## src/rtl/dcache_ctrl_pkg.sv

```systemverilog
`default_nettype none
// ============================================================================
// Module      : dcache_ctrl_pkg
// Description : Shared field widths and controller state encoding for dcache_ctrl.
// Revision    : 1.0 - initial release
// ============================================================================
package dcache_ctrl_pkg;

    localparam int c_WORD_BITS      = 16;
    localparam int c_OFFSET_BITS    = 2;
    localparam int c_WORDS_PER_LINE = 2 ** c_OFFSET_BITS;
    localparam int c_LINE_BITS      = c_WORD_BITS * c_WORDS_PER_LINE;

    typedef enum logic [1:0] {
        ST_IDLE   = 2'd0,
        ST_WRBACK = 2'd1,
        ST_ALLOC  = 2'd2
    } state_t;

endpackage
`default_nettype wire

```

## src/rtl/cache_array.sv

```systemverilog
`default_nettype none
// ============================================================================
// Module      : cache_array
// Description : Tag/valid/dirty/data storage, combinational read, synchronous fill and word write.
// Revision    : 1.0 - initial release
// ============================================================================
module cache_array
    import dcache_ctrl_pkg::*;
#(
    parameter int INDEX_BITS = 3,
    parameter int TAG_BITS   = 11
) (
    input  logic                     clk,
    input  logic                     rst_n,
    input  logic [INDEX_BITS-1:0]    idx,
    output logic                     rd_valid,
    output logic                     rd_dirty,
    output logic [TAG_BITS-1:0]      rd_tag,
    output logic [c_LINE_BITS-1:0]   rd_line,
    input  logic                     fill_en,
    input  logic [TAG_BITS-1:0]      fill_tag,
    input  logic [c_LINE_BITS-1:0]   fill_line,
    input  logic                     wr_en,
    input  logic [c_OFFSET_BITS-1:0] wr_off,
    input  logic [c_WORD_BITS-1:0]   wr_data
);

    localparam int c_LINES = 2 ** INDEX_BITS;

    logic [c_LINES-1:0]     r_valid;
    logic [c_LINES-1:0]     r_dirty;
    logic [TAG_BITS-1:0]    r_tag  [c_LINES];
    logic [c_LINE_BITS-1:0] r_data [c_LINES];

    always_ff @(posedge clk) begin
        if (!rst_n) begin
            r_valid <= '0;
            r_dirty <= '0;
        end else if (fill_en) begin
            r_valid[idx] <= 1'b1;
            r_dirty[idx] <= 1'b0;
        end else if (wr_en) begin
            r_dirty[idx] <= 1'b1;
        end
    end

    // Payload storage is deliberately left out of reset; valid bits guard it.
    always_ff @(posedge clk) begin
        if (fill_en) begin
            r_tag[idx]  <= fill_tag;
            r_data[idx] <= fill_line;
        end else if (wr_en) begin
            r_data[idx][int'(wr_off)*c_WORD_BITS +: c_WORD_BITS] <= wr_data;
        end
    end

    assign rd_valid = r_valid[idx];
    assign rd_dirty = r_dirty[idx];
    assign rd_tag   = r_tag[idx];
    assign rd_line  = r_data[idx];

endmodule
`default_nettype wire

```

## src/rtl/dcache_ctrl.sv

```systemverilog
`default_nettype none
// ============================================================================
// Module      : dcache_ctrl
// Description : Direct-mapped write-back data cache controller with writeback/refill FSM.
// Revision    : 1.0 - initial release
// ============================================================================
module dcache_ctrl
    import dcache_ctrl_pkg::*;
#(
    parameter int INDEX_BITS = 3,
    parameter int ADDR_BITS  = 16
) (
    input  logic                            clk,
    input  logic                            rst_n,
    input  logic [ADDR_BITS-1:0]            cpu_addr,
    input  logic                            cpu_re,
    input  logic                            cpu_we,
    input  logic [c_WORD_BITS-1:0]          cpu_wdata,
    output logic [c_WORD_BITS-1:0]          cpu_rdata,
    output logic                            cpu_stall,
    output logic [ADDR_BITS-c_OFFSET_BITS-1:0] mem_addr,
    output logic                            mem_re,
    output logic                            mem_we,
    output logic [c_LINE_BITS-1:0]          mem_wdata,
    input  logic [c_LINE_BITS-1:0]          mem_rdata,
    input  logic                            mem_rdy
);

    localparam int c_TAG_BITS = ADDR_BITS - INDEX_BITS - c_OFFSET_BITS;

    logic [INDEX_BITS-1:0]    w_idx;
    logic [c_TAG_BITS-1:0]    w_tag;
    logic [c_OFFSET_BITS-1:0] w_off;
    logic                     w_req;
    logic                     w_hit;
    logic                     w_line_valid;
    logic                     w_line_dirty;
    logic [c_TAG_BITS-1:0]    w_line_tag;
    logic [c_LINE_BITS-1:0]   w_line;

    state_t r_state;
    state_t w_next;
    logic   r_mem_re;
    logic   r_mem_we;

    logic                                  w_stall;
    logic                                  w_fill;
    logic                                  w_wr;
    logic [c_WORD_BITS-1:0]                w_rdata;
    logic [ADDR_BITS-c_OFFSET_BITS-1:0]    w_maddr;
    logic [c_LINE_BITS-1:0]                w_mwdata;

    assign w_idx = cpu_addr[INDEX_BITS+c_OFFSET_BITS-1:c_OFFSET_BITS];
    assign w_tag = cpu_addr[ADDR_BITS-1 -: c_TAG_BITS];
    assign w_off = cpu_addr[c_OFFSET_BITS-1:0];
    assign w_req = cpu_re | cpu_we;
    assign w_hit = w_req & w_line_valid & (w_line_tag == w_tag);

    cache_array #(
        .INDEX_BITS (INDEX_BITS),
        .TAG_BITS   (c_TAG_BITS)
    ) u_array (
        .clk       (clk),
        .rst_n     (rst_n),
        .idx       (w_idx),
        .rd_valid  (w_line_valid),
        .rd_dirty  (w_line_dirty),
        .rd_tag    (w_line_tag),
        .rd_line   (w_line),
        .fill_en   (w_fill & rst_n),
        .fill_tag  (w_tag),
        .fill_line (mem_rdata),
        .wr_en     (w_wr & rst_n),
        .wr_off    (w_off),
        .wr_data   (cpu_wdata)
    );

    always_ff @(posedge clk) begin
        if (!rst_n) begin
            r_state  <= ST_IDLE;
            r_mem_re <= 1'b0;
            r_mem_we <= 1'b0;
        end else begin
            r_state  <= w_next;
            r_mem_re <= (w_next == ST_ALLOC);
            r_mem_we <= (w_next == ST_WRBACK);
        end
    end

    always_comb begin
        w_next   = r_state;
        w_stall  = 1'b0;
        w_fill   = 1'b0;
        w_wr     = 1'b0;
        w_rdata  = '0;
        w_maddr  = '0;
        w_mwdata = '0;
        case (r_state)
            ST_IDLE: begin
                if (w_hit) begin
                    // A simultaneous read+write is a write; read data is suppressed.
                    w_wr = cpu_we;
                    if (cpu_re && !cpu_we) begin
                        w_rdata = w_line[int'(w_off)*c_WORD_BITS +: c_WORD_BITS];
                    end
                end else if (w_req) begin
                    w_stall = 1'b1;
                    w_next  = (w_line_valid && w_line_dirty) ? ST_WRBACK : ST_ALLOC;
                end
            end
            ST_WRBACK: begin
                w_stall  = 1'b1;
                w_maddr  = {w_line_tag, w_idx};
                w_mwdata = w_line;
                if (mem_rdy) begin
                    w_next = ST_ALLOC;
                end
            end
            ST_ALLOC: begin
                w_stall = 1'b1;
                w_maddr = {w_tag, w_idx};
                if (mem_rdy) begin
                    w_fill = 1'b1;
                    w_next = ST_IDLE;
                end
            end
            default: begin
                w_next = ST_IDLE;
            end
        endcase
    end

    assign cpu_stall = rst_n & w_stall;
    assign cpu_rdata = rst_n ? w_rdata  : '0;
    assign mem_addr  = rst_n ? w_maddr  : '0;
    assign mem_wdata = rst_n ? w_mwdata : '0;
    assign mem_re    = r_mem_re;
    assign mem_we    = r_mem_we;

endmodule
`default_nettype wire

```

## config.mk

```make
export PLATFORM = sky130hd
export DESIGN_NAME = dcache_ctrl
export DESIGN_NICKNAME = d
export VERILOG_FILES = /design/src/rtl/dcache_ctrl_pkg.sv /design/src/rtl/cache_array.sv /design/src/rtl/dcache_ctrl.sv
export SDC_FILE = /design/constraint.sdc
export NUM_CORES = 1
export LEC_CHECK = 0
export BUFFER_PORTS_ARGS = -buffer_cell sky130_fd_sc_hd__buf_2
export CELL_PAD_IN_SITES_DETAIL_PLACEMENT = 0
export CELL_PAD_IN_SITES_GLOBAL_PLACEMENT = 2
export CORE_MARGIN = 3
export CORE_UTILIZATION = 40
export CTS_CLUSTER_DIAMETER = 40
export DETAILED_ROUTE_END_ITERATION = 8
export PLACE_DENSITY_LB_ADDON = 0.08
export SLEW_MARGIN = 40
export SYNTH_ARGS = -nofsm -noshare
export SYNTH_HDL_FRONTEND = slang
export SYNTH_SLANG_ARGS = --single-unit
```

## constraint.sdc

```tcl
create_clock -name clk -period 5.3 [get_ports clk]
set_input_delay 0.53 -clock clk [delete_from_list [all_inputs] [get_ports clk]]
set_output_delay 0.53 -clock clk [all_outputs]
set_load 0.01 [all_outputs]
```

# Yosys cells after proc, flatten, opt, wreduce, memory -nomap -nowiden
# Memory sizes are Yosys's and may differ from the RTL's.
# Cells that the tools add are included.
# op_classes
n_addsub	1
multipliers	0
div_mod_pow	0
magnitude_cmp	2
n_eq_ne	5
shift	3
n_mux	98
bitwise	74
reduce_logical	7
# op_table
cell	count
64-bit two-way mux	3
1-bit two-way mux	77
1-bit OR	65
16-bit two-way mux	4
16-bit by 33-bit variable shift with 64-bit output, first input constant	1
16-bit by 33-bit indexed part select with 64-bit output	1
64-bit by 7-bit indexed part select with 16-bit output	1
6-bit negation with 33-bit output	1
14-bit case mux with 2 select lines	1
8-bit two-way mux	2
8-bit OR	2
14-bit two-way mux	1
11-bit == test	1
2-bit two-way mux	5
8-bit bitwise AND	1
8-bit inverter	1
1-bit binary-select mux with 3-bit select	2
2-bit case mux with 3 select lines	1
1-bit bitwise AND	5
2-bit by 1-bit == test with 1-bit output, second input constant	2
2-bit == test, second input constant	2
3-bit by 4-bit < comparator with 1-bit output, second input constant	1
1-bit demux with 3-bit select	1
3-bit by 1-bit greater-or-equal comparator with 1-bit output, second input constant	1
6 further kinds	8
# word_totals
ff_bits	20
latch_bits	0
ramBits	600
mem_bits_ro	0
inputBits	101
out_inout_bits	97
word_cells	197
mem_count	2
# mem_list
memory	words	word_bits	read_ports	rd_ports_with_merged_regs	wr	line_no	source
u_array.r_data	8	64	1	0	1	cache_array.sv:33	logic [c_LINE_BITS-1:0] r_data [c_LINES];
u_array.r_tag	8	11	1	0	1	cache_array.sv:32	logic [TAG_BITS-1:0] r_tag [c_LINES];

# Longest topological paths before layout
# Gate-level depths: netlist (run 1).
# logic_depth
word_depth	11
mapped_depth	13
depth_no_buf	8

# By module
# A second synthesis (run 1) with hierarchy kept.
# unflattened
hier_cells	1278
hier_area_um2	25776.0
# by_module_without_submodules
module	n_inst	cells_each	area_each_um2	seq_area_each_um2
cache_array	1	1082	24222.0	18337.6
dcache_ctrl	1	196	1554.0	80.1

# Worst setup path after synthesis (run 1)
# Ideal clock, no wire load.
# synth_path
kind	input-to-reg
start	input port cpu_addr[2]
end	memory u_array.r_data[0][0] in the netlist's numbering (enable)
setup_ps	388
t_arrival_ps	3575
required_time_ps	4912
path_slack_ps	1336
cell_stages	10
n_path_buf	2
path_cell_list	buf_4 -> buf_2 -> mux2_2 -> o22ai_1 -> nor3_1 -> a2111oi_2 -> nand4_4 -> nor4_4 -> nor2_1 -> nor2_1
# synth_via
elab_chain_cells	11
word_cells_on_any_way	13
cone_classes	eq/ne: 1; mux: 7; bitwise: 4; memory: 1
# synth_rtl
element	line_no	source
start, declared	dcache_ctrl.sv:15	input logic [ADDR_BITS-1:0] cpu_addr,
parallel branches: the longest is 11 deep, another holds memory 8 x 11 bit	n/a	
end, declared	cache_array.sv:33	
# Several ways; the timed one is not identified. The select of a mux whose other input is x is not followed.

# Worst setup path in the final report (run 1)
# layout_path
start	input port cpu_addr[3]
end	output port cpu_rdata[11]
# layout_via
elab_chain_cells	7
word_cells_on_any_way	12
cone_classes	eq/ne: 1; shift: 1; mux: 6; bitwise: 2; memory: 2
# layout_rtl
element	line_no	source
parallel branches: the longest is 4 deep, another holds memory 8 x 64 bit	n/a	
16-bit two-way mux (*)	dcache_ctrl.sv:100	if (w_hit) begin
16-bit two-way mux (*)	dcache_ctrl.sv:98	case (r_state)
16-bit two-way mux (*)	dcache_ctrl.sv:134	assign cpu_rdata = rst_n ? w_rdata : '0;
end, declared	dcache_ctrl.sv:19	output logic [c_WORD_BITS-1:0] cpu_rdata,
# Mark *: on every way between the ends. The select of a mux whose other input is x is not followed.

==> results of run 1 <==
[logic make-up (layout without fill, tap and decap cells)]
logic type / Yosys count / count (layout) / share of synthesized area
DFF: 620 / 620 / 0.736
and+or+nand+nor: 349 / 349 / 0.0795
muxes: 60 / 60 / 0.0392
buffers and inverters: 174 / 511 / 0.0307
other: 0 / 1 / 0
xor gates and xnor gates: 8 / 8 / 0.00280
adders and majority gates: 9 / 9 / 0.00450
AOI/OAI and AO/OA: 377 / 377 / 0.107
[state kept, by name, summed over array words and instances (netlist names), named ones only]
signal           count
u_array.r_valid      8
r_state              2
u_array.r_tag       88
u_array.r_data     512
mem_re               1
mem_we               1
[layer usage]
layer,track usage,up-vias,share of wire
met1,0.350,8116,0.43
met4,0.0683,2,0.021
met2,0.383,740,0.46
li1,-,6933,-
met3,0.0496,107,0.087
met5,0,-,0.00022
[worst paths after layout]
kind                                           from                    to  depth (start not counted)
worst max-delay path                    cpu_addr[3]         cpu_rdata[11]                         11
worst min-delay path                   cpu_addr[10]   u_array.r_tag[5][5]                          1
worst max register to register  u_array.r_tag[4][3]  u_array.r_data[0][7]                          8
worst min register to register   u_array.r_valid[0]    u_array.r_valid[0]                          1
[cell usage in the layout, fill, tap and decap left out, types with 6 or more instances in the layout]
master / synthesis / routed
clkinv_4: 0 / 12
clkbuf_16: 0 / 94
a221oi_1: 6 / 6
mux2i_1: 20 / 20
buf_12: 1 / 7
edfxtp_1: 600 / 600
buf_4: 4 / 56
clkinv_1: 1 / 10
mux4_1: 7 / 7
and3b_1: 8 / 8
dfxtp_1: 20 / 20
nand3_1: 68 / 68
mux2_2: 13 / 13
inv_6: 0 / 13
and3_1: 11 / 10
nor2_2: 0 / 8
mux4_2: 20 / 20
nand2_1: 18 / 17
o22ai_1: 7 / 7
nor2_1: 142 / 125
nor2_4: 1 / 10
inv_1: 74 / 74
clkinv_2: 0 / 9
bufinv_16: 0 / 14
and4_1: 58 / 58
a22oi_1: 251 / 251
o21ai_0: 65 / 51
a41o_1: 9 / 9
buf_2: 3 / 197
clkinvlp_4: 0 / 12
xnor2_1: 6 / 6
a22o_1: 7 / 7
ha_1: 9 / 9
a21o_1: 8 / 8
o21ai_1: 6 / 20
[through the flow]
step | hold WS, ns | setup WS, ns
6_report | 0.239 | 0.693
5_1_grt | 0.229 | 0.393
4_1_cts | 0.188 | 0.645
3_5_place_dp | 0.439 | 0.628
3_3_place_gp | 0.433 | 0.715
2_1_floorplan | 0.426 | 1.34
[power by group through the flow]
stage	logic [W]	clock network [W]	registers [W]
2_1_floorplan	0.000319	0	0.00551
3_3_place_gp	0.000644	0	0.00551
3_5_place_dp	0.000649	0	0.00551
4_1_cts	0.000654	0.00637	0.00541
5_1_grt	0.000693	0.00660	0.00541
6_report	0.000652	0.00627	0.00541
[critical path: stages]
cell	delay (ns)
buf_2	0.36
buf_4	0.40
mux2_2	0.38
o22ai_1	0.22
o21ai_0	0.16
a2111oi_2	0.59
nand4_4	0.39
nor2_4	0.24
nand4b_4	0.38
nor2_1	0.23
buf_2	0.16
[cell type report]
| cell class | count | area [um^2] |
|---|---|---|
| Fill cell | 5288 | 31300 |
| Tap cell | 837 | 1050 |
| Timing Repair Buffer | 263 | 1580 |
| Clock inverter | 75 | 881 |
| Sequential cell | 620 | 18400 |
| Antenna cell | 1 | 2.50 |
| Clock buffer | 97 | 2360 |
| Multi-Input combinational cell | 803 | 5970 |
| Inverter | 76 | 285 |
==> flow_metrics.env, run 1 <==
export IMPL_outcome="complete, no violations"
export IMPL_wl_um=81000
export IMPL_cts_tree="done"
export IMPL_drive_gt1_frac=0.256
export IMPL_drcViolationCount=0
export IMPL_fin_skew_ns=0.0203
export IMPL_post_route_period_util=0.869
export IMPL_maxSlewHeadroom=0.448
export IMPL_power_frac_seq=0.439
export IMPL_crit_fanout=24
export IMPL_finalPower_w=0.0123
export IMPL_first_iter_violations=1707
export IMPL_power_switching_w=0.00276
export IMPL_die_h_um=256
export IMPL_p_leak_nw=10.5
export IMPL_synth_edf_count=600
export IMPL_dpl_hpwl_um=50500
export IMPL_min_path_type="in -> reg"
export IMPL_ys_seq_elements=620
export IMPL_ff2ff_setup_slack_ns=1.56
export IMPL_htree_num_levels=3
export IMPL_cp_start_kind="input port"
export IMPL_cts_root_buf="clkbuf_16"
export IMPL_p_comb_frac=0.053
export IMPL_postRouteAntennaNets=0
export IMPL_synth_area_leader_cell="edfxtp_1"
export IMPL_fmax_mhz=217
export IMPL_ys_top_cells_by_count="edfxtp_1, a22oi_1, nor2_1"
export IMPL_cts_buffers=92
export IMPL_path_clk_slew_ns=0.05
export IMPL_die_x_um=256
export IMPL_vias=15898
export IMPL_grt_overflow=0
export IMPL_area_delta_synth_final_pct=22.1
export IMPL_fin_crit_ns=4.61
export IMPL_syn_nets=1707
export IMPL_powerDensity_mw_per_mm2=404
export IMPL_clock_latency_ns=0.63
export IMPL_track_usage=0.245
export IMPL_antenna_found_initial=6
export IMPL_crit_type="in -> out"
export IMPL_dpl_cell_count=2599
export IMPL_nets=1966
export IMPL_final_cells=2772
export IMPL_synth_most_common_cell="edfxtp_1"
export IMPL_synth_cell_type_count=61
export IMPL_cap_viol_max_count=0
export IMPL_critical_path_endpoint_type="output port"
export IMPL_dpl_instance_area_mm2=0.0273
export IMPL_rsz0062_at_grt="false"
export IMPL_grt_pass1_wl_um=116000
export IMPL_post_cts_buffers=0
export IMPL_syn_area_mm2=0.0250
export IMPL_grt_start_max_net_pins=67
export IMPL_clkPwrFrac=0.509
export IMPL_cp_data_required_time_ns=4.77
export IMPL_synthTopCellsByArea="edfxtp_1, a22oi_1, nor2_1"
export IMPL_core_area_mm2=0.0618
export IMPL_cts_sinks=620
export IMPL_port_buffers=197
export IMPL_hold_viol=0
export IMPL_irDropWorstVdd_uv=280
export IMPL_synth_seq_area_share=0.736
export IMPL_wl_per_cell_um=29.2
export IMPL_routed_via_density=5.74
export IMPL_gp_congestion=0.786
export IMPL_tightestPinTransition_ns=0.819
export IMPL_die_area_mm2=0.0656
export IMPL_cts_resized=0
export IMPL_cts_buffer_depth=3
export IMPL_pin_count=198
export IMPL_drv_slew=0
export IMPL_yosysWarnings=0
export IMPL_grt_pass1_vias=15908
export IMPL_synthCells=1597
export IMPL_post_route_util=0.494
export IMPL_start_util=0.405
export IMPL_final_area_mm2=0.0306
export IMPL_switching_share=0.224
export IMPL_setup_tns_ns=0
export IMPL_row_count=91
export IMPL_synth_ff_type="edfxtp_1"
export IMPL_synth_area_per_cell_um2=15.7
export IMPL_postCtsHoldBufs=0
export IMPL_ys_async_sr_fraction=0
export IMPL_arrival_ns=4.08
export IMPL_synth_top_cell_area_share=0.720
export IMPL_setup_violations_final=0
export IMPL_first_pass_iters=5
export IMPL_internal_power_w=0.00958
Note: power is estimated with default switching activity, not from simulation.
==> inputs of run 2 (changes only) <==
- CORE_UTILIZATION: 40 -> 35
==> run 2 against run 1 <==
Core utilization fell by 5.5 points. Cell area rose by 1.2%. First-iteration DRC count fell by 16%. Critical path type unchanged.
==> flow_metrics.env, run 2 (synthesis gave the netlist of run 1 again) <==
export IMPL_fmax_mhz=223
export IMPL_grt_pass1_wl_um=119000
export IMPL_rsz0062_at_grt="false"
export IMPL_nets=1980
export IMPL_gp_congestion=0.793
export IMPL_grt_overflow=0
export IMPL_cts_tree="done"
export IMPL_fin_skew_ns=0.0229
export IMPL_layout_common_cells="edfxtp_1, a22oi_1, buf_2"
export IMPL_irDropWorstVdd_uv=272
export IMPL_antenna_cells=0
export IMPL_post_route_period_util=0.845
export IMPL_area_delta_synth_final_pct=23.6
export IMPL_cp_start_kind="input port"
export IMPL_postRouteAntennaNets=0
export IMPL_post_cts_buffers=0
export IMPL_power_frac_seq=0.427
export IMPL_setup_violations_final=0
export IMPL_clock_latency_ns=0.64
export IMPL_grt_pass1_vias=16052
export IMPL_dpl_hpwl_um=52900
export IMPL_powerDensity_mw_per_mm2=410
export IMPL_largest_register_ffs=512
export IMPL_cap_viol_max_count=0
export IMPL_antenna_found_initial=3
export IMPL_wl_per_cell_um=29.2
export IMPL_dpl_instance_area_mm2=0.0274
export IMPL_largest_register="u_array.r_data"
export IMPL_critical_path_endpoint_type="output port"
export IMPL_die_area_mm2=0.0748
export IMPL_arrival_ns=3.95
export IMPL_tightestPinTransition_ns=0.830
export IMPL_row_count=97
export IMPL_reg_largest_list="u_array.r_data x512, u_array.r_tag x88, u_array.r_valid x8"
export IMPL_crit_type="in -> out"
export IMPL_wl_um=84700
export IMPL_path_clk_slew_ns=0.06
export IMPL_die_x_um=273
export IMPL_first_pass_iters=8
export IMPL_drive_gt1_frac=0.265
export IMPL_cts_buffer_depth=3
export IMPL_drv_slew=0
export IMPL_post_route_util=0.439
export IMPL_p_leak_nw=10.6
export IMPL_pin_count=198
export IMPL_die_h_um=273
export IMPL_hold_viol=0
export IMPL_power_switching_w=0.00292
export IMPL_outcome="complete, no violations"
export IMPL_start_util=0.356
export IMPL_cp_data_required_time_ns=4.77
export IMPL_cts_buffers=103
export IMPL_maxSlewHeadroom=0.445
export IMPL_postCtsHoldBufs=0
export IMPL_fin_ws_ns=0.822
export IMPL_cts_resized=0
export IMPL_clkPwrFrac=0.521
export IMPL_fin_crit_ns=4.48
export IMPL_routed_via_density=5.44
export IMPL_dpl_worst_slack_ns=0.711
export IMPL_grt_start_max_net_pins=67
export IMPL_drcViolationCount=0
export IMPL_htree_num_levels=3
export IMPL_p_comb_frac=0.052
export IMPL_setup_tns_ns=0
export IMPL_core_area_mm2=0.0704
export IMPL_vias=15762
export IMPL_cts_root_buf="clkbuf_16"
export IMPL_crit_fanout=21
export IMPL_min_path_type="in -> reg"
export IMPL_internal_power_w=0.00977
export IMPL_first_iter_violations=1436
export IMPL_final_area_mm2=0.0309
export IMPL_finalPower_w=0.0127
export IMPL_cts_sinks=620
export IMPL_switching_share=0.230
export IMPL_layout_commonest_cell="edfxtp_1"
export IMPL_port_buffers=197
export IMPL_track_usage=0.226
run 2: cell count changes in the layout (fill, tap and decap cells not counted), sizes merged:
cell,change
inv,+3
clkinv,+2
bufinv,-5
clkbuf,+18
diode,-1
clkinvlp,+5
buf,+3
run 2: stage by stage:
| stage | std cells | hold WS, ns |
|---|---|---|
| 2_1_floorplan | 1597 | 0.426 |
| 3_3_place_gp | 2704 | 0.437 |
| 3_5_place_dp | 2705 | 0.441 |
| 4_1_cts | 2900 | 0.174 |
| 5_1_grt | 2900 | 0.205 |
| 6_report | 2900 | 0.221 |
run 2: final timing paths:
path	start	end	slack, ns	depth (start not counted)
max	cpu_addr[3]	cpu_rdata[7]	0.82	10
min	cpu_addr[8]	u_array.r_tag[2][3]	0.22	1
max reg2reg	u_array.r_tag[5][3]	u_array.r_data[7][31]	1.44	9
min reg2reg	u_array.r_valid[4]	u_array.r_valid[4]	0.46	1
run 2: per-layer routing:
metal	up-vias	part of all wire	routed length (um)	track usage
met4	0	0.022	1870	0.0562
li1	6952	-	-	-
met1	8125	0.44	37200	0.315
met3	109	0.071	6040	0.0510
met5	-	0	0	0
met2	576	0.47	39700	0.358
run 2: worst max-delay path: stages:
cell	delay, ns
buf_2	0.43
buf_4	0.37
mux2_2	0.37
o211ai_1	0.28
xnor2_1	0.10
or4_1	0.74
nor2_4	0.23
nand4b_4	0.41
nor2_1	0.27
buf_2	0.16
run 2: cell type report:
cell class | count | area [um^2]
multi-input combinational | 803 | 5960
clock inverter | 80 | 795
clock buffer | 115 | 2710
sequential | 620 | 18400
tap | 940 | 1180
inverter | 76 | 287
timing repair buffer | 266 | 1590
fill | 6425 | 39500
run 2: power groups by stage:
stage               logic, W  clock network [W]  registers, W
floorplan           0.000319                  0       0.00551
detailed placement  0.000667                  0       0.00551
CTS                 0.000670            0.00673       0.00541
global placement    0.000663                  0       0.00551
finish              0.000666            0.00661       0.00541
global route        0.000709            0.00694       0.00541
